[src/rtl/mem_bus_arbiter.sv]
// Two-master round-robin arbiter onto one shared request/ready bus; s_valid 1 cycle after valid, ready >= 2 cycles.
// Backpressure: masters hold valid until their ready pulse; a slave that stalls TIMEOUT_CYCLES is forced to an error completion.
module mem_bus_arbiter #(
    parameter int TIMEOUT_CYCLES = 255
) (
    input  logic        clk,
    input  logic        resetn,
    input  logic        m0_valid,
    input  logic [31:0] m0_addr,
    input  logic [31:0] m0_wdata,
    input  logic [3:0]  m0_wstrb,
    output logic        m0_ready,
    output logic [31:0] m0_rdata,
    input  logic        m1_valid,
    input  logic [31:0] m1_addr,
    input  logic [31:0] m1_wdata,
    input  logic [3:0]  m1_wstrb,
    output logic        m1_ready,
    output logic [31:0] m1_rdata,
    output logic        s_valid,
    output logic [31:0] s_addr,
    output logic [31:0] s_wdata,
    output logic [3:0]  s_wstrb,
    input  logic        s_ready,
    input  logic [31:0] s_rdata,
    output logic [1:0]  grant,
    output logic        timeout_err
);

    localparam int CW = (TIMEOUT_CYCLES > 1) ? $clog2(TIMEOUT_CYCLES) : 1;
    localparam logic [CW-1:0] CNT_LAST = CW'((TIMEOUT_CYCLES > 0) ? TIMEOUT_CYCLES - 1 : 0);

    typedef enum logic {IDLE, BUSY} state_t;

    state_t        state_q, state_d;
    logic          rr_q;
    logic [CW-1:0] busy_cnt;
    logic          req0, req1, win, do_grant, done_ok, done_to;

    // A requester still showing its ready pulse is finishing, not asking again.
    always_comb begin
        state_d  = state_q;
        req0     = m0_valid & ~m0_ready;
        req1     = m1_valid & ~m1_ready;
        win      = 1'b0;
        do_grant = 1'b0;
        done_ok  = 1'b0;
        done_to  = 1'b0;
        case (state_q)
            IDLE: begin
                win      = (req0 & req1) ? rr_q : req1;
                do_grant = req0 | req1;
                if (do_grant) state_d = BUSY;
            end
            BUSY: begin
                done_ok = s_ready;
                done_to = (TIMEOUT_CYCLES > 0) && !s_ready && (busy_cnt == CNT_LAST);
                if (done_ok || done_to) state_d = IDLE;
            end
            default: state_d = IDLE;
        endcase
    end

    always_ff @(posedge clk or negedge resetn) begin
        if (!resetn) state_q <= IDLE;
        else         state_q <= state_d;
    end

    always_ff @(posedge clk or negedge resetn) begin
        if (!resetn) begin
            s_valid     <= 1'b0;
            s_addr      <= '0;
            s_wdata     <= '0;
            s_wstrb     <= '0;
            grant       <= 2'b00;
            m0_ready    <= 1'b0;
            m1_ready    <= 1'b0;
            m0_rdata    <= '0;
            m1_rdata    <= '0;
            timeout_err <= 1'b0;
            busy_cnt    <= '0;
            rr_q        <= 1'b0;
        end else begin
            m0_ready    <= 1'b0;
            m1_ready    <= 1'b0;
            timeout_err <= 1'b0;
            if (do_grant) begin
                s_valid  <= 1'b1;
                grant    <= win ? 2'b10 : 2'b01;
                s_addr   <= win ? m1_addr  : m0_addr;
                s_wdata  <= win ? m1_wdata : m0_wdata;
                s_wstrb  <= win ? m1_wstrb : m0_wstrb;
                busy_cnt <= '0;
            end else if (state_q == BUSY) begin
                busy_cnt <= busy_cnt + CW'(1);
                if (done_ok || done_to) begin
                    s_valid     <= 1'b0;
                    grant       <= 2'b00;
                    timeout_err <= done_to;
                    // grant[1] identifies the owner; the other side gets priority next time
                    rr_q        <= ~grant[1];
                    if (grant[1]) begin
                        m1_ready <= 1'b1;
                        m1_rdata <= done_ok ? s_rdata : '0;
                    end else begin
                        m0_ready <= 1'b1;
                        m0_rdata <= done_ok ? s_rdata : '0;
                    end
                end
            end
        end
    end

endmodule

[config.mk]
export PLATFORM = sky130hd
export DESIGN_NAME = mem_bus_arbiter
export DESIGN_NICKNAME = d
export VERILOG_FILES = /design/src/rtl/mem_bus_arbiter.sv
export SDC_FILE = /design/constraint.sdc
export NUM_CORES = 1
export LEC_CHECK = 0
export BUFFER_PORTS_ARGS = -buffer_cell sky130_fd_sc_hd__buf_2
export CAP_MARGIN = 20
export CORE_MARGIN = 5
export CORE_UTILIZATION = 28
export CTS_CLUSTER_DIAMETER = 100
export DETAILED_ROUTE_END_ITERATION = 16
export PLACE_DENSITY = 0.57
export SLEW_MARGIN = 10
export SYNTH_ARGS = -nofsm -noshare
export SYNTH_HDL_FRONTEND = slang
export SYNTH_SLANG_ARGS = --single-unit
[constraint.sdc]
create_clock -name clk -period 3.1 [get_ports clk]
set_input_delay 0 -clock clk [delete_from_list [all_inputs] [get_ports clk]]
set_output_delay 0 -clock clk [all_outputs]
set_load 0.005 [all_outputs]
==> flow_summary.json, run 1 <==
{
  "antenna_left": 0,
  "relSlewSlack": 0.392,
  "synthSimpleGateAreaFrac": 0.0478,
  "yosys_most_used_dff": "dfrtp_1",
  "rr_endpoint": "s_addr[10]$_DFFE_PN0N_",
  "regArea_mm2": 0.00370,
  "ir_worst_vdd_mv": 0.391,
  "clock_skew_ps": 13.7,
  "ys_seq_area_frac": 0.607,
  "pwr-share-clk": 0.195,
  "maxCapViolCount": 0,
  "synth-edff-count": 0,
  "yosysUniqueCellTypes": 36,
  "slowest_stage": "dlygate4sd3_1",
  "die_w_um": 158,
  "clk_pin_slew_ps": 60,
  "p_comb_frac": 0.467,
  "r2r_start": "state_q$_DFF_PN0_",
  "num-fill-cells": 1993,
  "switching_share": 0.335,
  "cts_tree": "yes",
  "holdBufCountCts": 170,
  "cts-root-buf": "clkbuf_16",
  "dp_hpwl_um": 14400,
  "h-tree-depth": 4,
  "synth.area.mux_share": 0,
  "fmax_ghz": 0.423,
  "drt-wirelength-per-cell_um": 17.9,
  "seqPwrFrac": 0.338,
  "rsz0062_at_grt": "no",
  "critical_path.max_stage_delay_ps": 560,
  "internal_power_mw": 6.65,
  "dieArea_mm2": 0.0248,
  "numPlacedInstances": 1029,
  "core_region_area_mm2": 0.0216,
  "antenna_found_initial": 2,
  "grt_max_degree": 97,
  "cts.sinks": 148,
  "cts-buffers-inserted": 17,
  "crit_chain": "a21o_2 > buf_4 > a22o_1 > a21o_1 > dlygate4sd3_1",
  "stdcell_count": 1232,
  "critPathArrivalTime_ps": 2650,
  "yosysWarnings": 0,
  "drc_errors": 0,
  "grt.total_usage": 0.171,
  "synth-compound-area-share": 0.299,
  "hold_depth": 4,
  "multiInputGateArea_mm2": 0.00217,
  "netlist_instances": 474,
  "synthesis.nets": 649,
  "r2r_setup_slack_ps": 740,
  "io_pins": 311,
  "dr.first_iter.drc_count": 373,
  "worstSetupEndpointType": "flip-flop",
  "drive_gt1_frac": 0.380,
  "cp_max_fo": 21,
  "synthToLayoutAreaGrowth_pct": 66.4,
  "hold-path-endpoint": "busy_cnt[2]$_DFFE_PN0P_",
  "clk_path_buf_depth": 2,
  "worst_pin_slew_ps": 912,
  "clkLatencyLatePin_ps": 410,
  "placementRows": 54,
  "fin_nets": 1113,
  "hold_viol": 0,
  "dr.pass1.iters": 4,
  "status": "completed",
  "synth_area_mm2": 0.00610,
  "timing.final.crit_period_ps": 2360,
  "period_share": 0.762,
  "grt_pass1_vias": 6292,
  "synth_top_family_by_area": "compound AO/OA/AOI/OAI gates",
  "power_density_mw_per_mm2": 984,
  "total_leakage_power_nw": 5.20,
  "synth-async-reset-ratio": 1.00,
  "final.setup.tns_ps": 0,
  "initial_core_util": 0.282,
  "cts_setup_buffers": 0,
  "drt-total-wl_um": 22100,
  "ys_seq_elements": 148,
  "rr_worst_depth": 5,
  "viasPerCell": 4.85,
  "overflow": 0,
  "hold-worst-slack_ps": 83.5,
  "slew_viol_final": 0,
  "numPortBuffers": 310,
  "grt_pass1_wl_um": 33800,
  "worstHoldStart": "m0_valid",
  "switchingPower_mw": 3.35,
  "hold_class": "in -> reg",
  "avgSynthCellArea_um2": 12.9,
  "cts-resized-gates": 0,
  "synth_fa_ha_area_frac": 0.00410,
  "yosys.area_share.xor_xnor": 0.00287,
  "crit_type": "reg -> reg",
  "cp-start-kind": "flip-flop",
  "setup_violations": 0,
  "place.gp.congestion": 0.777,
  "routed-via-count": 5981,
  "dieHeight_um": 158,
  "cp_data_required_time_ps": 3380
}
[how the worst max path moves through the flow]
| stage | endpoint | slack, ps | startpoint |
|---|---|---|---|
| floorplan | s_addr[0]$_DFFE_PN0N_ | 1580 | m1_ready$_DFF_PN0_ |
| global placement | m1_rdata[25]$_DFFE_PN0P_ | 1140 | state_q$_DFF_PN0_ |
| detailed placement | m1_rdata[26]$_DFFE_PN0P_ | 1100 | state_q$_DFF_PN0_ |
| CTS | s_addr[10]$_DFFE_PN0N_ | 760 | state_q$_DFF_PN0_ |
| global route | s_addr[10]$_DFFE_PN0N_ | 640 | state_q$_DFF_PN0_ |
| finish | s_addr[10]$_DFFE_PN0N_ | 740 | state_q$_DFF_PN0_ |
[cell usage in the layout (no fill, tap or decap), types with 4 or more instances in the layout]
master         Yosys  layout
a21o_1            70      69
a22o_1            68      68
a32o_1            32      32
buf_2             13     309
buf_4              4       6
clkbuf_16          0      17
dfrtp_1          148     147
dlygate4sd3_1      0     170
inv_6              0       5
nand2_1           34      34
nand3_1            4       4
nand4_1            4       4
nor2_1             4       4
o21ai_0            5       5
o2bb2ai_1         32      32
[cells by family after synthesis]
kind of cell               Yosys count
AOI/OAI and AO/OA                  217
xor gates and xnor gates             2
adders and majority gates            2
buffers and inverters               47
DFF                                148
and+or+nand+nor                     58
[registers in the layout, summed over array words and instances (netlist names), 2 cells and up]
register,cells
s_addr,32
m1_rdata,32
grant,2
s_wstrb,4
m0_rdata,32
s_wdata,32
busy_cnt,8
[routing by layer]
| layer | vias up | part of all wire | GRT usage | wire, um |
|---|---|---|---|---|
| li1 | 2751 | - | - | - |
| met1 | 2942 | 0.42 | 0.215 | 9240 |
| met3 | 23 | 0.093 | 0.0582 | 2050 |
| met4 | 0 | 0.020 | 0.0508 | 440 |
| met5 | - | 0 | 0 | 0 |
| met2 | 265 | 0.47 | 0.279 | 10400 |
[layout make-up]
class | count | share of cell area
flip-flops and latches | 148 | 0.365
repair buffers | 489 | 0.331
multi-input cells | 279 | 0.213
clock buffers | 19 | 0.0426
well taps | 280 | 0.0345
clock inverters | 13 | 0.0120
inverters | 3 | 0.00111
diodes | 1 | 0.000246
[critical path, delay by kind of cell, from the launching register on]
| kind | cells | cell delay [ps] |
|---|---|---|
| flops | 1 | 540 |
| buf+inv | 2 | 840 |
| compound gates | 3 | 840 |
[stage by stage]
stage                     setup slack, ps  total power [mW]   util  cell area [um2]
after floorplan                      1580              5.48      -             6100
after global placement               1140              7.06  0.365             7900
after detailed placement             1100              7.10  0.365             7900
after CTS                             763              10.1  0.470            10200
after global routing                  639              10.7  0.470            10200
final                                 738              9.99  0.470            10200
[synthesized netlist by cell type (all sizes together), types with 3 or more instances]
| library cell | count | area [um2] |
|---|---|---|
| dfrtp | 148 | 3700 |
| a21o | 70 | 526 |
| a22o | 68 | 596 |
| nand2 | 35 | 134 |
| a32o | 32 | 320 |
| o2bb2ai | 32 | 280 |
| buf | 26 | 159 |
| clkbuf | 18 | 67.6 |
| nand4 | 5 | 37.5 |
| nor2 | 5 | 21.3 |
| o21ai | 5 | 25.0 |
| nand2b | 4 | 32.5 |
| nand3 | 4 | 20.0 |
| inv | 3 | 11.3 |
[power by group through the flow]
stage / Clock (mW) / Combinational (mW) / Sequential [mW]
5_1_grt: 2.11 / 5.08 / 3.50
2_1_floorplan: 0 / 2.05 / 3.42
3_3_place_gp: 0 / 3.68 / 3.38
3_5_place_dp: 0 / 3.70 / 3.40
4_1_cts: 2.02 / 4.66 / 3.38
6_report: 1.95 / 4.66 / 3.38
(Power assumes the default switching activity.)
==> run 2, diff against run 1 <==
Settings changed: ABC_AREA set to 1, PLACE_DENSITY 0.57 to 0.55.
Clock period 3.1 ns to 2.2 ns, I/O delays scaled along.
==> flow_summary.json, run 2 <==
{
  "rr_worst_depth": 7,
  "h-tree-depth": 4,
  "drc_errors": 0,
  "crit_family": "buffers and inverters",
  "routed-via-count": 7578,
  "cp_max_fo": 36,
  "hold-worst-slack_ps": 28.5,
  "setup_violations": 0,
  "synth_area_mm2": 0.00701,
  "grt.met3_usage": 0.0617,
  "critPathBufInv": 4,
  "stdcell_count": 1730,
  "numPlacedInstances": 1527,
  "rsz0062_at_grt": "no",
  "clock_skew_ps": 8.20,
  "multiInputGateArea_mm2": 0.00283,
  "relSlewSlack": 0.667,
  "cts-root-buf": "clkbuf_16",
  "fmax_ghz": 0.482,
  "io_pins": 311,
  "clk_pin_slew_ps": 70,
  "cp_num_cells": 7,
  "mostFrequentLayoutCells": "nand2_1, buf_2, dlygate4sd3_1, dfrtp_1, nand3_1",
  "synth_area_leaders": "dfrtp_1, nand2_1, nand3_1",
  "switchingPower_mw": 5.16,
  "placementRows": 57,
  "drt-wirelength-per-cell_um": 14.2,
  "pwr-share-clk": 0.223,
  "antenna_left": 0,
  "crit_type": "reg -> reg",
  "netlist_instances": 932,
  "period_share": 0.942,
  "viasPerCell": 4.38,
  "seqPwrFrac": 0.355,
  "yosys_most_used_dff": "dfrtp_1",
  "numPortBuffers": 310,
  "cts_tree": "yes",
  "slowest_stage": "dlygate4sd3_1",
  "worstHoldStart": "m1_valid",
  "initial_core_util": 0.286,
  "overflow": 0,
  "core_region_area_mm2": 0.0245,
  "yosys.area.top_type": "dfrtp_1",
  "final_common_cell": "nand2_1",
  "r2r_setup_slack_ps": 130,
  "synth-edff-count": 0,
  "fin_nets": 1568,
  "dp_hpwl_um": 15700,
  "drt-total-wl_um": 24600,
  "synthesis.nets": 1107,
  "ir_worst_vdd_mv": 0.713,
  "synth_most_common_cell": "nand2_1",
  "worst_pin_slew_ps": 499,
  "synthToLayoutAreaGrowth_pct": 58.6,
  "timing.final.crit_period_ps": 2070,
  "internal_power_mw": 7.97,
  "dieArea_mm2": 0.0283,
  "grt_use_met2": 0.289,
  "grt.total_usage": 0.171,
  "rr_endpoint": "s_wstrb[3]$_DFFE_PN0N_",
  "clkLatencyLatePin_ps": 420,
  "regArea_mm2": 0.00370,
  "critPathArrivalTime_ps": 2430,
  "synth_top_cell_area_share": 0.529,
  "slew_viol_final": 0,
  "dieHeight_um": 168,
  "antenna_found_initial": 0,
  "critPathCapture": "s_wstrb[3]$_DFFE_PN0N_",
  "cts.sinks": 148,
  "cp-start-kind": "flip-flop",
  "yosysWarnings": 0,
  "met1_usage": 0.204,
  "crit_chain": "inv_4 > nand2_2 > inv_2 > buf_4 > nand3_1 > nand3_1 > dlygate4sd3_1",
  "placed_area_mm2": 0.00881,
  "r2r_start": "state_q$_DFF_PN0_",
  "dr.first_iter.drc_count": 298,
  "ys_seq_elements": 148,
  "avgSynthCellArea_um2": 7.52,
  "die_w_um": 168,
  "synth-async-reset-ratio": 1.00,
  "grt_max_degree": 78,
  "worstSetupEndpointType": "flip-flop",
  "hold_viol": 0,
  "dr.pass1.iters": 5,
  "critical_path.max_stage_delay_ps": 550,
  "place.gp.congestion": 0.874,
  "cts-buffers-inserted": 17,
  "grt-busiest-layer": "met2",
  "grt_pass1_vias": 7660,
  "yosysUniqueCellTypes": 22,
  "fin_area_mm2": 0.0111,
  "cp_data_required_time_ps": 2550,
  "grt_pass1_wl_um": 39700,
  "power_density_mw_per_mm2": 1180,
  "antenna-diode-count": 0,
  "maxCapViolCount": 0,
  "total_leakage_power_nw": 6.38,
  "hold_class": "in -> reg",
  "ys_seq_area_frac": 0.529,
  "critPathMostFrequentCell": "nand3_1",
  "num-fill-cells": 2371,
  "status": "completed",
  "switching_share": 0.393,
  "synth_common_cells": "nand2_1, dfrtp_1, nand3_1, inv_1, nor2_1",
  "drive_gt1_frac": 0.271,
  "final.setup.tns_ps": 0,
  "clk_path_buf_depth": 2,
  "p_comb_frac": 0.422,
  "crit_start": "state_q$_DFF_PN0_"
}
## run 2: cell types whose count changed after synthesis, sizes merged, moves of 4 or more
cell,delta
nor2,+36
a32o,-32
nand2,+520
a21o,-70
nand3,+74
o2bb2ai,-32
clkbuf,-8
a22o,-68
buf,+16
inv,+40
nand2b,-4
## run 2: worst min path at each step
stage | end | slack (ps) | cells past startpoint
5_1_grt | busy_cnt[1]$_DFFE_PN0P_ | 70 | 4
6_report | busy_cnt[1]$_DFFE_PN0P_ | 30 | 4
2_1_floorplan | busy_cnt[0]$_DFFE_PN0P_ | -300 | 0
3_5_place_dp | s_wdata[2]$_DFFE_PN0N_ | -10 | 1
3_3_place_gp | s_wdata[2]$_DFFE_PN0N_ | -10 | 1
4_1_cts | busy_cnt[1]$_DFFE_PN0P_ | 10 | 4
## run 2: cells by family (layout without fill, tap and decap cells)
group | count (synthesis) | after routing | synth area share
xor+xnor | 1 | 1 | 0.00125
buf+inv | 95 | 569 | 0.0682
fa+ha+maj | 2 | 2 | 0.00357
flops | 148 | 148 | 0.529
simple gates | 678 | 678 | 0.393
compound gates | 8 | 8 | 0.00572
## run 2: stage by stage
step / setup slack, ps / power (mW) / utilization
2_1_floorplan: 803 / 7.39 / -
3_3_place_gp: 568 / 9.65 / 0.360
3_5_place_dp: 513 / 9.70 / 0.360
4_1_cts: 96.3 / 13.3 / 0.454
5_1_grt: 16.5 / 14.2 / 0.454
6_report: 127 / 13.1 / 0.454
## run 2: area by class of cell
class / instances / share of cell area
inverters: 43 / 0.0148
repair buffers: 494 / 0.308
flip-flops and latches: 148 / 0.333
clock buffers: 17 / 0.0383
well taps: 324 / 0.0365
clock inverters: 15 / 0.0142
multi-input cells: 689 / 0.255
## run 2: worst reg2reg max path: cells and delay by family, from the launching register on
kind                   cells  cell delay [ps]
buffers and inverters      4             1180
flip-flops                 1              520
AND/OR/NAND/NOR            3              320
## run 2: layer usage
layer / up-vias / share of wire
li1: 3756 / -
met1: 3502 / 0.42
met2: 290 / 0.47
met3: 30 / 0.099
met4: 0 / 0.020
met5: - / 0
## run 2: power by group through the flow
| stage | clock network [mW] | registers [mW] | logic [mW] |
|---|---|---|---|
| after floorplan | 0 | 4.74 | 2.66 |
| after global placement | 0 | 4.66 | 4.99 |
| after detailed placement | 0 | 4.67 | 5.03 |
| after CTS | 3.04 | 4.66 | 5.64 |
| after global routing | 3.15 | 4.83 | 6.27 |
| final | 2.93 | 4.66 | 5.54 |
## run 2: what timing repair did
| item | CTS | global route |
|---|---|---|
| hold buffers | 171 | 0 |
| resized for setup | 0 | 1 |
| setup buffers | 0 | 0 |
| hold endpoints to repair | 236 | 0 |
| setup endpoints to repair | 0 | 20 |
==> run 3, diff against run 2 <==
Settings changed: CORE_UTILIZATION 28 to 45, PLACE_DENSITY 0.55 to 0.8.
==> flow_summary.json, run 3 (same netlist as run 2, synthesis figures left out) <==
{
  "routed-via-count": 8382,
  "hold_class": "in -> reg",
  "critPathMostFrequentCell": "nand2_1",
  "place.gp.congestion": 0.811,
  "hold_viol": 1,
  "crit_chain": "inv_1 > nand2_2 > nor2_4 > nand2_2 > buf_12 > nand2_1 > nand2_1 > nand2_1 > nand2_1 > dlygate4sd3_1",
  "cp-start-kind": "flip-flop",
  "hold-worst-slack_ps": -33.6,
  "antenna-diode-count": 0,
  "worst_pin_slew_ps": 562,
  "clkLatencyLatePin_ps": 410,
  "drt-total-wl_um": 27900,
  "worstSetupEndpointType": "flip-flop",
  "rsz0062_at_grt": "no",
  "wl_met3_um": 3130,
  "placed_area_mm2": 0.00869,
  "drc_errors": 0,
  "maxCapViolCount": 0,
  "cp_data_required_time_ps": 2490,
  "setup_violations": 0,
  "cts-buffers-inserted": 17,
  "relSlewSlack": 0.625,
  "clk_path_buf_depth": 2,
  "dr_wl_met2_um": 13000,
  "ir_worst_vdd_mv": 0.671,
  "core_region_area_mm2": 0.0153,
  "fin_area_mm2": 0.0111,
  "crit_start": "m1_ready$_DFF_PN0_",
  "dieArea_mm2": 0.0182,
  "crit_family": "buffers and inverters",
  "cts-root-buf": "clkbuf_16",
  "violations": "negative hold slack",
  "critical_path.max_stage_delay_ps": 580,
  "worstHoldStart": "m1_valid",
  "fmax_ghz": 0.484,
  "fin_nets": 1571,
  "timing.final.crit_period_ps": 2070,
  "crit_type": "reg -> reg",
  "cts_tree": "yes",
  "grt_pass1_vias": 8406,
  "drive_gt1_frac": 0.271,
  "final.setup.tns_ps": 0,
  "synthToLayoutAreaGrowth_pct": 57.8,
  "slowest_stage": "dlygate4sd3_1",
  "slew_viol_final": 0,
  "stdcell_count": 1618,
  "numPortBuffers": 310,
  "viasPerCell": 5.18,
  "cp_max_fo": 55,
  "critPathBufInv": 3,
  "grt_pass1_wl_um": 42900,
  "io_pins": 311,
  "dr.pass1.iters": 7,
  "mostFrequentLayoutCells": "nand2_1, buf_2, dlygate4sd3_1, dfrtp_1, nand3_1",
  "antenna_found_initial": 0,
  "cts.sinks": 148,
  "dieHeight_um": 135,
  "power_density_mw_per_mm2": 1230,
  "numPlacedInstances": 1414,
  "total_leakage_power_nw": 6.41,
  "dp_hpwl_um": 14900,
  "die_w_um": 135,
  "period_share": 0.939,
  "initial_core_util": 0.459,
  "final_util": 0.724,
  "overflow": 0,
  "clock_skew_ps": 11.9,
  "grt_max_degree": 78,
  "highest_layer": "met4",
  "dr.first_iter.drc_count": 702,
  "antenna_left": 0,
  "m1WireLength_um": 9910,
  "h-tree-depth": 4,
  "placementRows": 45,
  "clk_pin_slew_ps": 60,
  "final_common_cell": "nand2_1",
  "critPathArrivalTime_ps": 2350,
  "drt-wirelength-per-cell_um": 17.2,
  "status": "finished with violations",
  "grt.total_usage": 0.296,
  "r2r_start": "m1_ready$_DFF_PN0_"
}
[run 3: final timing paths]
check	end	slack (ps)	depth (start not counted)
worst max-delay path	s_addr[10]$_DFFE_PN0N_	130	10
worst min-delay path	busy_cnt[1]$_DFFE_PN0P_	-30	4
worst max register to register	s_addr[10]$_DFFE_PN0N_	130	10
worst min register to register	m1_rdata[17]$_DFFE_PN0P_	470	2
max in group asynchronous	m0_rdata[26]$_DFFE_PN0P_	1320	3
min in group asynchronous	s_wdata[25]$_DFFE_PN0N_	130	2
[run 3: where the power goes]
part | internal (mW) | total [mW] | switching [mW]
combinational | 2.45 | 5.86 | 3.41
clock | 1.86 | 2.94 | 1.08
sequential | 3.96 | 4.77 | 0.810
total | 8.26 | 13.6 | 5.30
[run 3: per-stage QoR]
stage / power [mW] / setup slack [ps] / hold slack, ps
2_1_floorplan: 7.39 / 803 / -296
4_1_cts: 13.2 / 17.9 / 4.57
5_1_grt: 14.4 / 31.5 / 35.4
6_report: 13.6 / 134 / -33.6
3_3_place_gp: 9.52 / 536 / -5.46
3_5_place_dp: 9.65 / 519 / -2.93
[run 3: what timing repair did]
item | CTS | global route
resized for setup | 0 | 2
setup buffers | 0 | 2
hold buffers | 171 | 0
hold endpoints to repair | 190 | 0
setup endpoints to repair | 0 | 58
[run 3: tightest hold or removal path: stages]
cell     delay [ps]
buf_2            80
nand2_2          80
nand4_1          90
o21ai_0          70
[run 3: metal layers]
metal | up-vias | GRT usage
met2 | 615 | 0.486
met1 | 3852 | 0.338
met3 | 160 | 0.0939
li1 | 3755 | -
met5 | - | 0
met4 | 0 | 0.182
[run 3: area by class of cell]
class	count	area [um2]
clock buffers	21	470
flip-flops and latches	148	3700
multi-input cells	689	2840
fillers	1021	4200
clock inverters	9	129
well taps	211	264
inverters	43	164
repair buffers	497	3480
